<file path="src/rtl/ram_loader_pkg.sv">
// ---------------------------------------------------------------------------
// ram_loader_pkg
// Shared definitions for the RAM loader slice.
//   - FSM state encodings (IDLE, LOAD, DONE) as plain logic constants so the
//     encoding stays readable in older tools and waveform viewers.
//   - bytesPerWord(): number of received bytes needed to fill one RAM word.
// ---------------------------------------------------------------------------
package ram_loader_pkg;

  localparam logic [1:0] IDLE = 2'd0;
  localparam logic [1:0] LOAD = 2'd1;
  localparam logic [1:0] DONE = 2'd2;

  // Round up so a partial top byte still gets its own slot.
  function automatic int bytesPerWord(input int dataWidth);
    return (dataWidth + 7) / 8;
  endfunction

endpackage

</file>
<file path="src/rtl/ram_loader_if.sv">
// ---------------------------------------------------------------------------
// ram_loader_if
// Groups the serial byte stream feeding the loader and the RAM write bus it
// drives.
//   rxValid  : byte valid this cycle (from the serial receiver)
//   rxData   : received byte
//   wrEn     : RAM write enable, one cycle per word
//   address  : RAM word address
//   dataOut  : word presented to RAM dataIn
// Modports:
//   master : the loader (consumes the stream, drives the RAM bus)
//   slave  : the environment (receiver + RAM)
// ---------------------------------------------------------------------------
interface ram_loader_if #(
  parameter int DATA_WIDTH = 12,
  parameter int ADDR_WIDTH = 3
);

  logic                  rxValid;
  logic [7:0]            rxData;
  logic                  wrEn;
  logic [ADDR_WIDTH-1:0] address;
  logic [DATA_WIDTH-1:0] dataOut;

  modport master (
    input  rxValid,
    input  rxData,
    output wrEn,
    output address,
    output dataOut
  );

  modport slave (
    output rxValid,
    output rxData,
    input  wrEn,
    input  address,
    input  dataOut
  );

endinterface

</file>
<file path="src/rtl/ram_loader_byte_packer.sv">
// ---------------------------------------------------------------------------
// byte_packer
// Packs a little-endian byte stream into DATA_WIDTH-bit words. The first
// byte of a word lands in bits [7:0]; bits of the last byte above
// DATA_WIDTH-1 are dropped.
// Ports:
//   clk, rst      : clock, asynchronous active-high reset
//   i_clear       : restart packing at slot 0 (new load)
//   i_byteValid   : a byte is consumed this cycle
//   i_byte        : the byte
//   o_lastByte    : combinational, this cycle's byte completes a word
//   o_wordValid   : registered, one-cycle pulse the cycle after completion
//   o_word        : registered, last completed word (held between words)
// ---------------------------------------------------------------------------
module byte_packer #(
  parameter int DATA_WIDTH     = 12,
  parameter int BYTES_PER_WORD = 2
) (
  input  logic                  clk,
  input  logic                  rst,
  input  logic                  i_clear,
  input  logic                  i_byteValid,
  input  logic [7:0]            i_byte,
  output logic                  o_lastByte,
  output logic                  o_wordValid,
  output logic [DATA_WIDTH-1:0] o_word
);

  localparam int SLOT_BITS = BYTES_PER_WORD * 8;
  localparam int CNT_W     = (BYTES_PER_WORD > 1) ? $clog2(BYTES_PER_WORD) : 1;
  localparam logic [CNT_W-1:0] LAST_SLOT = CNT_W'(BYTES_PER_WORD - 1);

  logic [SLOT_BITS-1:0] r_slots;
  logic [CNT_W-1:0]     r_byteCnt;
  logic                 r_wordValid;
  logic [DATA_WIDTH-1:0] r_word;
  logic [SLOT_BITS-1:0] w_nextSlots;
  logic                 w_lastByte;

  // Slot image including the incoming byte, so the completed word can be
  // captured on the same edge the final byte arrives (one cycle latency).
  always_comb begin
    w_nextSlots = r_slots;
    for (int i = 0; i < BYTES_PER_WORD; i++) begin
      if (r_byteCnt == CNT_W'(i)) begin
        w_nextSlots[i*8 +: 8] = i_byte;
      end
    end
  end

  assign w_lastByte = i_byteValid && (r_byteCnt == LAST_SLOT);

  // A byte accepted while the previous word is being written simply starts
  // the next word, so the stream never stalls.
  always_ff @(posedge clk or posedge rst) begin
    if (rst) begin
      r_slots     <= '0;
      r_byteCnt   <= '0;
      r_wordValid <= 1'b0;
      r_word      <= '0;
    end else if (i_clear) begin
      r_byteCnt   <= '0;
      r_wordValid <= 1'b0;
    end else begin
      r_wordValid <= w_lastByte;
      if (i_byteValid) begin
        r_slots   <= w_nextSlots;
        r_byteCnt <= w_lastByte ? '0 : r_byteCnt + 1'b1;
      end
      if (w_lastByte) begin
        r_word <= w_nextSlots[DATA_WIDTH-1:0];
      end
    end
  end

  assign o_lastByte  = w_lastByte;
  assign o_wordValid = r_wordValid;
  assign o_word      = r_word;

endmodule

</file>
<file path="src/rtl/ram_loader.sv">
// ---------------------------------------------------------------------------
// ram_loader
// Loads DEPTH words into the single-port data/instruction RAM from the
// serial byte stream, writing consecutive addresses from 0, then flags
// completion so the cores can be released. Accepts one byte per clock with
// no backpressure.
// Ports:
//   clk, rst : clock, asynchronous active-high reset
//   i_start  : single-cycle pulse, begins a load from address 0
//   bus      : ram_loader_if.master (rxValid/rxData in, wrEn/address/dataOut out)
//   o_busy   : high while loading
//   o_done   : high after the last word is written, until the next start
// ---------------------------------------------------------------------------
module ram_loader
  import ram_loader_pkg::*;
#(
  parameter int DATA_WIDTH     = 12,
  parameter int DEPTH          = 8,
  parameter int ADDR_WIDTH     = $clog2(DEPTH),
  parameter int BYTES_PER_WORD = bytesPerWord(DATA_WIDTH)
) (
  input  logic              clk,
  input  logic              rst,
  input  logic              i_start,
  ram_loader_if.master      bus,
  output logic              o_busy,
  output logic              o_done
);

  // Word index carries one extra bit so a power-of-two DEPTH reaches the
  // limit instead of wrapping back to 0.
  localparam logic [ADDR_WIDTH:0] WORD_LIMIT = (ADDR_WIDTH + 1)'(DEPTH);

  logic [1:0]            r_state;
  logic [ADDR_WIDTH:0]   r_wordIdx;
  logic [ADDR_WIDTH-1:0] r_address;
  logic                  r_busy;
  logic                  r_done;

  logic                  w_loading;
  logic                  w_accept;
  logic                  w_clear;
  logic                  w_lastByte;
  logic                  w_wordValid;
  logic [DATA_WIDTH-1:0] w_word;

  assign w_loading = (r_state == LOAD);
  // Bytes after the final word (e.g. during its write cycle) are ignored.
  assign w_accept  = w_loading && bus.rxValid && (r_wordIdx < WORD_LIMIT);
  // start is only honoured outside LOAD, so only then restart the packer.
  assign w_clear   = i_start && !w_loading;

  byte_packer #(
    .DATA_WIDTH     (DATA_WIDTH),
    .BYTES_PER_WORD (BYTES_PER_WORD)
  ) u_packer (
    .clk         (clk),
    .rst         (rst),
    .i_clear     (w_clear),
    .i_byteValid (w_accept),
    .i_byte      (bus.rxData),
    .o_lastByte  (w_lastByte),
    .o_wordValid (w_wordValid),
    .o_word      (w_word)
  );

  // Control FSM and address counter. The address register updates on the
  // same edge the packer registers the word, so wrEn/address/dataOut line up.
  always_ff @(posedge clk or posedge rst) begin
    if (rst) begin
      r_state   <= IDLE;
      r_wordIdx <= '0;
      r_address <= '0;
      r_busy    <= 1'b0;
      r_done    <= 1'b0;
    end else begin
      case (r_state)
        IDLE, DONE: begin
          if (i_start) begin
            r_state   <= LOAD;
            r_wordIdx <= '0;
            r_address <= '0;
            r_busy    <= 1'b1;
            r_done    <= 1'b0;
          end
        end
        LOAD: begin
          if (w_lastByte) begin
            r_address <= r_wordIdx[ADDR_WIDTH-1:0];
            r_wordIdx <= r_wordIdx + 1'b1;
          end
          // Finish on the write cycle of the last word.
          if (w_wordValid && (r_wordIdx == WORD_LIMIT)) begin
            r_state <= DONE;
            r_busy  <= 1'b0;
            r_done  <= 1'b1;
          end
        end
        default: begin
          r_state <= IDLE;
          r_busy  <= 1'b0;
          r_done  <= 1'b0;
        end
      endcase
    end
  end

  assign bus.wrEn    = w_wordValid;
  assign bus.address = r_address;
  assign bus.dataOut = w_word;
  assign o_busy      = r_busy;
  assign o_done      = r_done;

endmodule

</file>
<file path="src/flat_wrapper.sv">
// flat-port wrapper written by rule: the top's interface ports become plain ports
module ram_loader_flat import ram_loader_pkg::*;
#(
  parameter int DATA_WIDTH     = 12,
  parameter int DEPTH          = 8,
  parameter int ADDR_WIDTH     = $clog2(DEPTH),
  parameter int BYTES_PER_WORD = bytesPerWord(DATA_WIDTH)
)
  (clk, rst, i_start, o_busy, o_done, bus_rxValid, bus_rxData, bus_wrEn, bus_address, bus_dataOut);
  ram_loader_if #(.DATA_WIDTH(DATA_WIDTH), .ADDR_WIDTH(ADDR_WIDTH)) bus_i ();
  input  logic clk;
  input  logic rst;
  input  logic i_start;
  output logic o_busy;
  output logic o_done;
  input wire logic [$bits(bus_i.rxValid)-1:0] bus_rxValid;
  input wire logic [$bits(bus_i.rxData)-1:0] bus_rxData;
  output wire logic [$bits(bus_i.wrEn)-1:0] bus_wrEn;
  output wire logic [$bits(bus_i.address)-1:0] bus_address;
  output wire logic [$bits(bus_i.dataOut)-1:0] bus_dataOut;
  assign bus_i.rxValid = bus_rxValid;
  assign bus_i.rxData = bus_rxData;
  assign bus_wrEn = bus_i.wrEn;
  assign bus_address = bus_i.address;
  assign bus_dataOut = bus_i.dataOut;
  ram_loader #(.DATA_WIDTH(DATA_WIDTH), .DEPTH(DEPTH), .ADDR_WIDTH(ADDR_WIDTH), .BYTES_PER_WORD(BYTES_PER_WORD)) u_core (.clk(clk), .rst(rst), .i_start(i_start), .bus(bus_i), .o_busy(o_busy), .o_done(o_done));
endmodule
</file>
<file path="config.mk">
export PLATFORM = sky130hd
export DESIGN_NAME = ram_loader_flat
export DESIGN_NICKNAME = d
export VERILOG_FILES = /design/src/rtl/ram_loader_pkg.sv /design/src/rtl/ram_loader_if.sv /design/src/rtl/ram_loader_byte_packer.sv /design/src/rtl/ram_loader.sv /design/src/flat_wrapper.sv
export SDC_FILE = /design/constraint.sdc
export NUM_CORES = 1
export LEC_CHECK = 0
export ABC_AREA = 1
export CAP_MARGIN = 20
export CORE_AREA = 2 2 72 74
export DETAILED_ROUTE_END_ITERATION = 12
export DIE_AREA = 0 0 74 76
export HOLD_SLACK_MARGIN = 0.03
export SYNTH_ARGS = -nofsm -noshare
export SYNTH_HDL_FRONTEND = slang
export SYNTH_SLANG_ARGS = --single-unit
</file>
<file path="constraint.sdc">
create_clock -name clk -period 3 [get_ports clk]
set_clock_uncertainty 0.15 [all_clocks]
set_input_delay 0.75 -clock clk [delete_from_list [all_inputs] [get_ports clk]]
set_output_delay 0.75 -clock clk [all_outputs]
set_load 0.1 [all_outputs]
</file>
# After elaboration in Yosys (flattened, before gate mapping)
# Index checks and enable logic that the tools add are counted.
[classes]
add_sub_neg = 2
magnitude_cmp = 1
n_eq_ne = 6
n_mux = 21
bitwise_logic = 1
n_reduce_logical = 14
[ops]
columns = ["operator", "n"]
rows = [
  ["2-to-1 mux 4 bit", 3],
  ["2-to-1 mux 1 bit", 8],
  ["2-to-1 mux 8 bit", 1],
  ["case mux 4 bit (2 select lines)", 1],
  ["2-to-1 mux 3 bit", 2],
  ["inequality test 2 bit (second input constant)", 3],
  ["case mux 3 bit (2 select lines)", 1],
  ["AND reduction 2 bit", 3],
  ["logical AND 1 bit", 5],
  ["adder 4 x 1 -> 4 bit (second input constant)", 1],
  ["== test 4 bit (second input constant)", 1],
  ["less-than comparator 4 bit (second input constant)", 1],
  ["2-to-1 mux 2 bit", 2],
  ["case mux 1 bit (2 select lines)", 2],
  ["case mux 2 bit (2 select lines)", 1],
  ["nonzero test 2 bit", 2],
  ["AND reduction 3 bit", 1],
  ["== test 2 x 1 -> 1 bit (second input constant)", 1],
  ["== test 2 bit (second input constant)", 1],
  ["zero test 2 bit", 1],
  ["OR reduction 2 bit", 1],
  ["adder 1 bit (second input constant)", 1],
  ["zero test 1 bit", 1],
  ["inverter 1 bit", 1],
]
[totals]
ff_bits = 37
inputBits = 12
out_inout_bits = 18
elab_cells = 54

# Logic depth before layout (Yosys ltp)
# Gate-level depths: netlist of the first run.
[logic_depth]
depth_word = 7
ltp_mapped = 8
depth_no_buf = 8

# Cells and area by module
# Synthesis of the first run repeated with hierarchy kept, for this count alone.
[unflattened]
cells_unflattened = 172
hier_area_um2 = 1440.1
[by_module_without_submodules]
columns = ["module", "instances", "cells_per_inst", "area_per_inst_um2", "seq_area_each_um2"]
rows = [
  ["byte_packer", 1, 114, 929.6, 550.5],
  ["ram_loader", 1, 58, 510.5, 250.2],
]

# Worst setup path after synthesis of the first run
# OpenSTA, ideal clock, no wires.
[synth_path]
path_kind = "reg2out"
from = "register u_core.r_state[1] (netlist name)"
to = "output port o_done"
t_arrival_ns = 0.952
required_time_ns = 2.100
path_slack_ns = 1.148
path_stages_with_launch = 1
n_path_buf = 0
path_cell_list = "dfrtp_1"
[synth_rtl]
columns = ["item", "line", "text"]
rows = [
  ["end: declaration", "flat_wrapper.sv:15", "output logic o_done;"],
]

# Final worst setup path of the first run
[layout_path]
from = "input port bus_rxValid"
to = "register u_core.r_address[1], in the netlist u_core.bus.address[1]"
[layout_via]
elab_chain_cells = 5
[layout_rtl]
columns = ["item", "line", "text"]
rows = [
  ["start: declaration", "flat_wrapper.sv:16", "input wire logic [$bits(bus_i.rxValid)-1:0] bus_rxValid;"],
  ["logical AND 1 bit (2 in series)", "ram_loader.sv:49", "assign w_accept = w_loading && bus.rxValid && (r_wordIdx < WORD_LIMIT);"],
  ["logical AND 1 bit", "ram_loader_byte_packer.sv:51", "assign w_lastByte = i_byteValid && (r_byteCnt == LAST_SLOT);"],
  ["inequality test 2 bit (no source line)", "n/a", ""],
  ["AND reduction 3 bit (no source line)", "n/a", ""],
  ["end signal: assignment", "ram_loader.sv:89", "r_address <= r_wordIdx[ADDR_WIDTH-1:0];"],
  ["end: declaration", "ram_loader.sv:36", "logic [ADDR_WIDTH-1:0] r_address;"],
]
# Every way passes these cells.
# A chain may end at the register's enable or synchronous reset.

==> flow_summary_export.csv, run 1 <==
group,metric,value,unit
run_status,status,"finished clean",
global_route,grt_pass1_wl,4.89,mm
setup_path,r2r-end,"u_core.bus.address[1]",
cells_and_area,drive_above_1_share,17.3,%
clock_network,cts_resized,0,
yosys,postSynthAreaPerCell,8.67,µm²
cells_and_area,antennaDiodeCount,0,
setup_path,setup.worst_path.start,"bus_rxValid",
global_route,grt_max_degree,33,
setup_path,cp.arrival,2110,ps
yosys,synthAdderAreaFrac,1.80,%
yosys,ys_types,21,
setup_path,critPathMaxFanout,15,
die,fp.dieW,74,µm
yosys,ys_ff_latch,32,
setup_path,critPathSlowestCell,"clkdlybuf4s50_1",
yosys,synth_mux_area_share,0,%
setup_path,endpoint_kind,"flip-flop",
sta,setup_viol,0,
placed_design,dp_hpwl,2.03,mm
setup_path,crit_required,3020,ps
yosys,synth_area,1390,µm²
route,drc,0,
global_route,grt_util_all_layers,11.5,%
cells_and_area,syn2layout_area_growth,29.8,%
clock_network,h-tree-depth,2,
route,avgViaCountPerCell,4.13,
clock_network,cts_tree,"built",
sta,tightest_slew,411,ps
yosys,synth_compound_area_share,2.25,%
sta,tns,0,ps
clock_network,postCtsSetupBuffers,0,
sta,rsz0062_at_grt,"no",
route,drt_iter0_drc,45,
setup_path,path_cells,"clkdlybuf4s50_1, inv_1, nor2_1, nand3_4, nand2_4, nand2_2, nand2_1, nand2_1",
yosys,synth_xor_area_share,0.631,%
setup_path,r2r_cells,7,
clock_network,clock-root-buffer,"clkbuf_8",
clock_network,cts.clk_slew.worst_paths,60,ps
sta,max_freq,477,MHz
flow_run,maxCapViolations,0,
yosys,synth_nets,174,
placed_design,io_buffers,29,
sta,finalCriticalPeriod,2100,ps
die,core,4910,µm²
die,io_pins,30,
route,vias,1099,
route,antenna_left,0,
global_route,grt_pass1_vias,1092,
route,post_drt_wl_per_cell,10.9,µm
clock_network,clock_latency,280,ps
die,dieArea,5620,µm²
setup_path,rr_startpoint,"u_core.r_state[0]",
setup_path,critPathLaunchType,"input port",
yosys,synth_top_family_by_area,"simple AND/OR/NAND/NOR gates",
yosys,synth-main-ff-cell,"dfrtp_1",
cells_and_area,fillCellCount,512,
setup_path,crit_top_cell,"nand2_1",
cells_and_area,final_cell_mix,"nand2_1, dfrtp_1, buf_4",
placed_design,gp_congestion,0.797,
sta,slew_violations,0,
die,initial_core_util,28.2,%
setup_path,endpoint,"u_core.bus.address[1]",
global_route,antenna_found_initial,0,
global_route,gr-total-overflow,0,
yosys,ys_seq_area_share,57.7,%
clock_network,clk_path_buf_depth,2,
route,drt_wl_total,2.91,mm
clock_network,numClockSinks,32,
die,die_h,76,µm
setup_path,rrSetupSlack,1390,ps
clock_network,postCtsHoldBufs,0,
hold_path,min_path_type,"flip-flop to flip-flop",
hold_path,hp-start,"u_core.bus.address[2]",
yosys,postSynthCellCount,160,
sta,max_slew_margin,72.6,%
clock_network,cts-buffers-inserted,5,
cells_and_area,final_common_cell,"nand2_1",
sta,finalCritPeriodShare,69.9,%
cells_and_area,nNetsFinal,209,
die,std_cell_rows,26,
yosys,synth-simple-area-share,32.6,%
yosys,yosys_warnings,0,
yosys,async_flop_share,100,%
yosys,synth_edf_count,0,
sta,hold_violations,0,
route,drt_pre_antenna_iters,4,
setup_path,slowest_delay,450,ps
setup_path,path_class,"input port to flip-flop",
[cells in the mapped netlist (2+ instances only)]
cell / number / area share [%]
nand2_4: 2 / 1.6
nand2_2: 2 / 0.90
inv_1: 10 / 2.7
o21ai_0: 4 / 1.4
nand3_1: 14 / 5.0
inv_2: 2 / 0.54
dfrtp_1: 32 / 58
nor2_1: 10 / 2.7
ha_1: 2 / 1.8
nand2_1: 71 / 19
[worst max-delay path, delay by kind of cell]
family	cells	cell delay (ps)
AND/OR/NAND/NOR	6	880
buffers and inverters	2	480
[final cells by class]
| class | instances | area, µm² | share of cell area, % |
|---|---|---|---|
| multi-input combinational | 112 | 517 | 28.7 |
| inverter | 14 | 53.8 | 2.99 |
| timing repair buffer | 30 | 253 | 14.0 |
| clock buffer | 8 | 90.1 | 5.00 |
| tap | 70 | 87.6 | 4.86 |
| sequential | 32 | 801 | 44.4 |
[metrics by stage]
step	instance area [µm²]	cells	utilization, %	hold WS, ps	setup WS [ps]
2_1_floorplan	1390	160	-	292	1150
3_3_place_gp	1710	258	34.8	306	629
3_5_place_dp	1710	258	34.8	309	593
4_1_cts	1800	266	36.7	325	888
5_1_grt	1800	266	36.7	351	755
6_report	1800	266	36.7	321	903
[flip-flops by register name, summed over array words and instances, names as in the netlist]
register,count
u_core.u_packer.o_word,12
u_core.u_packer.r_slots,8
u_core.r_wordIdx,4
u_core.bus.address,3
u_core.r_state,2
u_core.o_busy,1
u_core.u_packer.o_wordValid,1
u_core.u_packer.r_byteCnt,1
[worst min path at each step]
stage          cells after the start                          to  slack, ps
2_1_floorplan                      2   u_core.u_packer.o_word[0]        290
3_3_place_gp                       2   u_core.u_packer.o_word[0]        310
3_5_place_dp                       2  u_core.u_packer.r_slots[5]        310
4_1_cts                            2  u_core.u_packer.r_slots[5]        330
5_1_grt                            2  u_core.u_packer.r_slots[7]        350
6_report                           2       u_core.bus.address[2]        320
[kinds of logic after synthesis]
logic type / Yosys count
compound gates: 6
xor+xnor: 1
fa+ha+maj: 2
buf+inv: 16
flops: 32
simple gates: 103
[layer usage]
| layer | track usage [%] | part of all wire (%) |
|---|---|---|
| met5 | 0 | 0 |
| met4 | 4.36 | 0.93 |
| met3 | 5.69 | 5.3 |
| met2 | 17.5 | 46 |
| met1 | 14.0 | 48 |
Power of run 1 is not shown: default switching activity piles up to over one toggle a cycle in this logic, so the estimate is an artifact.
==> run 2: changes to the inputs <==
- clock period: 3 -> 1.8 ns (I/O delays scaled with it)
==> run 2 against run 1 <==
  * Die area is the same
  * Clock-buffer cell count shrank 1
  * First-iteration DRC count shrank 31%
  * Critical endpoint is now u_core.r_wordIdx[3]
  * Final cell count grew 3.0%
  * Hold slack improved by 1.2 ps
  * Sequential share of layout area down 6.9 points
  * Worst setup slack got worse by 730 ps
==> flow_summary_export.csv, run 2 (synthesized netlist as in run 1, its figures left out) <==
group,metric,value,unit
run_status,status,"finished clean",
sta,max_slew_margin,82.5,%
flow_run,maxCapViolations,0,
cells_and_area,nNetsFinal,217,
clock_network,clock-root-buffer,"clkbuf_8",
route,drt_pre_antenna_iters,4,
cells_and_area,drive_above_1_share,22.1,%
clock_network,cts-buffers-inserted,5,
clock_network,cts.clk_slew.worst_paths,60,ps
clock_network,clk_path_buf_depth,2,
cells_and_area,syn2layout_area_growth,54.0,%
route,post_drt_wl_per_cell,10.7,µm
global_route,antenna_found_initial,0,
sta,finalCriticalPeriod,1620,ps
sta,setup_viol,0,
hold_path,min_path_type,"flip-flop to flip-flop",
cells_and_area,largest_reg_flops,12,
clock_network,postCtsHoldBufs,0,
clock_network,numClockSinks,32,
clock_network,cts_resized,0,
clock_network,clock_latency,280,ps
global_route,grt_pass1_wl,5.09,mm
clock_network,postCtsSetupBuffers,0,
die,core,4910,µm²
hold_path,hp-start,"u_core.u_packer.r_slots[5]",
die,io_pins,30,
setup_path,path_class,"input port to flip-flop",
setup_path,setup.worst_path.start,"bus_rxValid",
sta,hold_violations,0,
placed_design,io_buffers,29,
cells_and_area,final_cell_mix,"nand2_1, dfrtp_1, buf_12",
route,vias,1138,
cells_and_area,fin_util,43.5,%
clock_network,cts_tree,"built",
sta,max_freq,616,MHz
global_route,grt_util_all_layers,11.9,%
die,dieArea,5620,µm²
route,drt_wl_total,2.92,mm
die,initial_core_util,28.2,%
cells_and_area,final_common_cell,"nand2_1",
route,drt_iter0_drc,31,
setup_path,critPathLaunchType,"input port",
route,avgViaCountPerCell,4.15,
global_route,grt_max_degree,33,
sta,tightest_slew,262,ps
sta,rsz0062_at_grt,"no",
setup_path,critPathMaxFanout,7,
setup_path,rrSetupSlack,360,ps
route,drc,0,
placed_design,dpl_cell_area,2010,µm²
die,std_cell_rows,26,
setup_path,endpoint_kind,"flip-flop",
placed_design,dp_hpwl,2.14,mm
clock_network,h-tree-depth,2,
global_route,grt_pass1_vias,1114,
setup_path,cp.arrival,1650,ps
setup_path,crit_required,1830,ps
placed_design,gp_congestion,0.721,
cells_and_area,fin_area,2140,µm²
sta,slew_violations,0,
global_route,gr-total-overflow,0,
sta,tns,0,ps
cells_and_area,antennaDiodeCount,0,
setup_path,rr_startpoint,"u_core.r_state[0]",
cells_and_area,fillCellCount,480,
die,fp.dieW,74,µm
route,antenna_left,0,
sta,finalCritPeriodShare,90.2,%
die,die_h,76,µm
==> run 2: changes by cell type in the layout (fill, tap and decap cells not counted), sizes merged <==
cell	before	now
bufinv	0	1
clkbuf	8	7
buf	19	27
==> run 2: final timing paths <==
kind / cells past startpoint / to
setup / recovery: 8 / u_core.r_wordIdx[3]
hold / removal: 2 / u_core.u_packer.r_slots[5]
setup reg to reg: 7 / u_core.r_wordIdx[3]
hold reg to reg: 2 / u_core.u_packer.r_slots[5]
max in group asynchronous: 3 / u_core.r_state[1]
min in group asynchronous: 3 / u_core.bus.address[0]
==> run 2: per-stage QoR <==
stage / setup slack, ps / std cells / hold WS (ps)
final: 177 / 274 / 322
after global routing: 69.8 / 274 / 353
after CTS: 170 / 274 / 326
after detailed placement: -127 / 266 / 310
after global placement: -127 / 266 / 313
after floorplan: 126 / 160 / 292
==> run 2: per-layer routing <==
layer	part of all wire, %	track usage [%]	vias to the layer above
li1	-	-	578
met1	45	15.3	527
met2	49	17.7	29
met3	5.2	5.29	4
met4	0.75	4.36	0
met5	0	0	-
==> run 2: worst max-delay path, cell delays in order <==
cell	delay (ps)
clkdlybuf4s50_1	450
inv_1	40
nor2_1	210
nand3_4	140
nand2_4	110
nand2_2	110
nand2_1	80
nand2_1	50
==> run 2: cell type report <==
cell class	instances	area (µm²)	area share, %
clock inverters	1	30.0	1.41
well taps	70	87.6	4.10
multi-input cells	112	517	24.2
clock buffers	7	96.3	4.51
repair buffers	38	551	25.8
inverters	14	53.8	2.52
flip-flops and latches	32	802	37.5
Power of run 2 is left out for the same reason.
==> run 3: changes to the inputs <==
- CORE_AREA: 2 2 72 74 -> 2 2 73 75
- DIE_AREA: 0 0 74 76 -> 0 0 75 77
- SETUP_SLACK_MARGIN: default -> 0.4
- SYNTH_HIERARCHICAL: default -> 1
==> run 3 against run 2 <==
  * Utilization rose by 4.5 points
  * Worst setup slack better by 29 ps
  * Via count rose by 9.5%
  * Die area rose by 2.7%
  * Largest cell class unchanged
  * First-iteration DRC count increased by 94%
  * Global-route usage grew 0.99 points
  * Highest routed layer unchanged
  * Sequential share of layout area shrank 3.0 points
==> flow_summary_export.csv, run 3 <==
group,metric,value,unit
yosys,postSynthAreaPerCell,8.37,µm²
setup_path,path_class,"flip-flop to flip-flop",
yosys,synth-main-ff-cell,"dfrtp_1",
clock_network,cts-buffers-inserted,5,
placed_design,io_buffers,29,
sta,setup_viol,0,
run_status,status,"finished clean",
yosys,synth.top_cell.area_share,55.6,%
sta,finalCriticalPeriod,1590,ps
clock_network,clock-root-buffer,"clkbuf_8",
route,vias,1246,
yosys,async_flop_share,100,%
route,avgViaCountPerCell,4.20,
yosys,synth_nets,186,
setup_path,crit_buf_inv,2,
yosys,synth_commonest_cells,"nand2_1, dfrtp_1, inv_1",
route,drt_wl_total,3.34,mm
clock_network,clock_latency,280,ps
die,std_cell_rows,26,
route,drt_pre_antenna_iters,4,
clock_network,h-tree-depth,2,
global_route,grt_max_degree,23,
route,drt_iter0_drc,60,
clock_network,cts_tree,"built",
yosys,yosysTopAreaCell,"dfrtp_1",
cells_and_area,nNetsFinal,240,
global_route,antenna_found_initial,0,
cells_and_area,antennaDiodeCount,0,
sta,tightest_slew,427,ps
sta,max_slew_margin,71.5,%
global_route,grt_pass1_vias,1299,
yosys,synth_most_common_cell,"nand2_1",
yosys,postSynthCellCount,172,
cells_and_area,final_cell_mix,"nand2_1, buf_12, dfrtp_2",
placed_design,dp_hpwl,2.19,mm
yosys,synth_edf_count,0,
sta,tns,0,ps
setup_path,critPathTopFamily,"simple AND/OR/NAND/NOR gates",
yosys,synth_top_cells_by_area,"dfrtp_1, nand2_1, nand3_1",
clock_network,clk_path_buf_depth,2,
setup_path,crit_required,1820,ps
yosys,yosys_warnings,6,
setup_path,critPathMaxFanout,8,
setup_path,path_cells,"nor2_4, inv_2, nor2_4, nand2_2, inv_2, nand3_4, nor2_4, nand2_1, nand2_1, nor2_1",
global_route,grt_pass1_wl,5.75,mm
sta,finalCritPeriodShare,88.6,%
cells_and_area,largest_reg_flops,12,
die,initial_core_util,28.9,%
die,die_h,77,µm
global_route,grt_util_all_layers,12.9,%
cells_and_area,final_common_cell,"nand2_1",
setup_path,slowest_delay,510,ps
setup_path,endpoint_kind,"flip-flop",
clock_network,cts.clk_slew.worst_paths,60,ps
sta,rsz0062_at_grt,"yes",
route,post_drt_wl_per_cell,11.3,µm
setup_path,crit_top_cell,"nor2_4",
sta,slew_violations,0,
setup_path,critPathLaunchType,"flip-flop",
yosys,ys_ff_latch,32,
die,fp.dieW,75,µm
yosys,ys_types,16,
yosys,synth_area,1440,µm²
flow_run,maxCapViolations,0,
route,drc,0,
die,io_pins,30,
cells_and_area,drive_above_1_share,42.7,%
setup_path,cp.arrival,1620,ps
sta,max_freq,627,MHz
die,core,4980,µm²
cells_and_area,fin_util,48.0,%
hold_path,min_path_type,"flip-flop to flip-flop",
route,antenna_left,0,
setup_path,critPathSlowestCell,"dfrtp_4",
cells_and_area,syn2layout_area_growth,65.9,%
global_route,gr-total-overflow,0,
clock_network,numClockSinks,32,
yosys,ys_seq_area_share,55.6,%
die,dieArea,5780,µm²
placed_design,gp_congestion,0.816,
sta,hold_violations,0,
run 3: cell count changes in the layout (fill, tap and decap cells not counted), sizes merged, moves of 2 or more:
cell,delta
nand3,-2
o21ai,+3
buf,+12
nand2,+13
nor2,-2
inv,+4
run 3: worst paths after layout:
kind                                                  from                          to  cells past startpoint  slack [ps]
worst max-delay path                     u_core/r_state[1]         u_core/r_wordIdx[3]                     10         210
worst min-delay path            u_core/u_packer/r_slots[1]  u_core/u_packer/r_slots[1]                      2         340
worst max register to register           u_core/r_state[1]         u_core/r_wordIdx[3]                     10         210
worst min register to register  u_core/u_packer/r_slots[1]  u_core/u_packer/r_slots[1]                      2         340
max in group asynchronous                              rst           u_core/r_state[1]                      2         820
min in group asynchronous                              rst         u_core/r_wordIdx[1]                      2         350
run 3: kinds of logic (layout without fill, tap and decap cells):
group / after synthesis / count (layout) / synth area share (%)
buffers and inverters: 19 / 74 / 5.73
flip-flops: 32 / 32 / 55.6
AO/OA/AOI/OAI: 8 / 8 / 2.87
adder cells (fa/ha/maj): 2 / 2 / 1.74
XOR/XNOR: 1 / 1 / 0.608
AND/OR/NAND/NOR: 110 / 110 / 33.4
run 3: final cells by class:
class | instances | area, µm²
inverters | 16 | 65.1
multi-input cells | 121 | 649
well taps | 70 | 87.6
repair buffers | 50 | 654
clock buffers | 6 | 72.6
clock inverters | 2 | 35.0
flip-flops and latches | 32 | 826
fillers | 466 | 2590
run 3: tightest hold or removal path, delay by kind of cell (launching register included):
family,cells,cell delay [ps]
flops,1,350
simple gates,2,110
run 3: per-layer routing:
layer	GRT usage (%)	share of wire, %	up-vias
met5	0	0	-
met4	4.82	1.8	0
met3	3.68	4.5	6
met2	20.1	48	25
met1	16.8	46	579
li1	-	-	636
run 3: metrics by stage:
stage / setup WS [ps] / instances / instance area (µm²) / hold slack (ps)
6_report: 206 / 297 / 2390 / 336
5_1_grt: 96.8 / 297 / 2390 / 378
4_1_cts: 195 / 290 / 2270 / 339
3_5_place_dp: -147 / 275 / 2080 / 319
3_3_place_gp: -110 / 275 / 2080 / 307
2_1_floorplan: -1.51 / 172 / 1480 / 140
run 3: repair_timing:
action | in CTS | in global routing
buffers inserted | 7 | 7
pin swaps | 4 | 11
cloned | 0 | 0
endpoints found under the setup margin | 47 | 49
gates resized for setup | 10 | 24
hold buffers | 0 | 0
Power of run 3 is left out for the same reason.
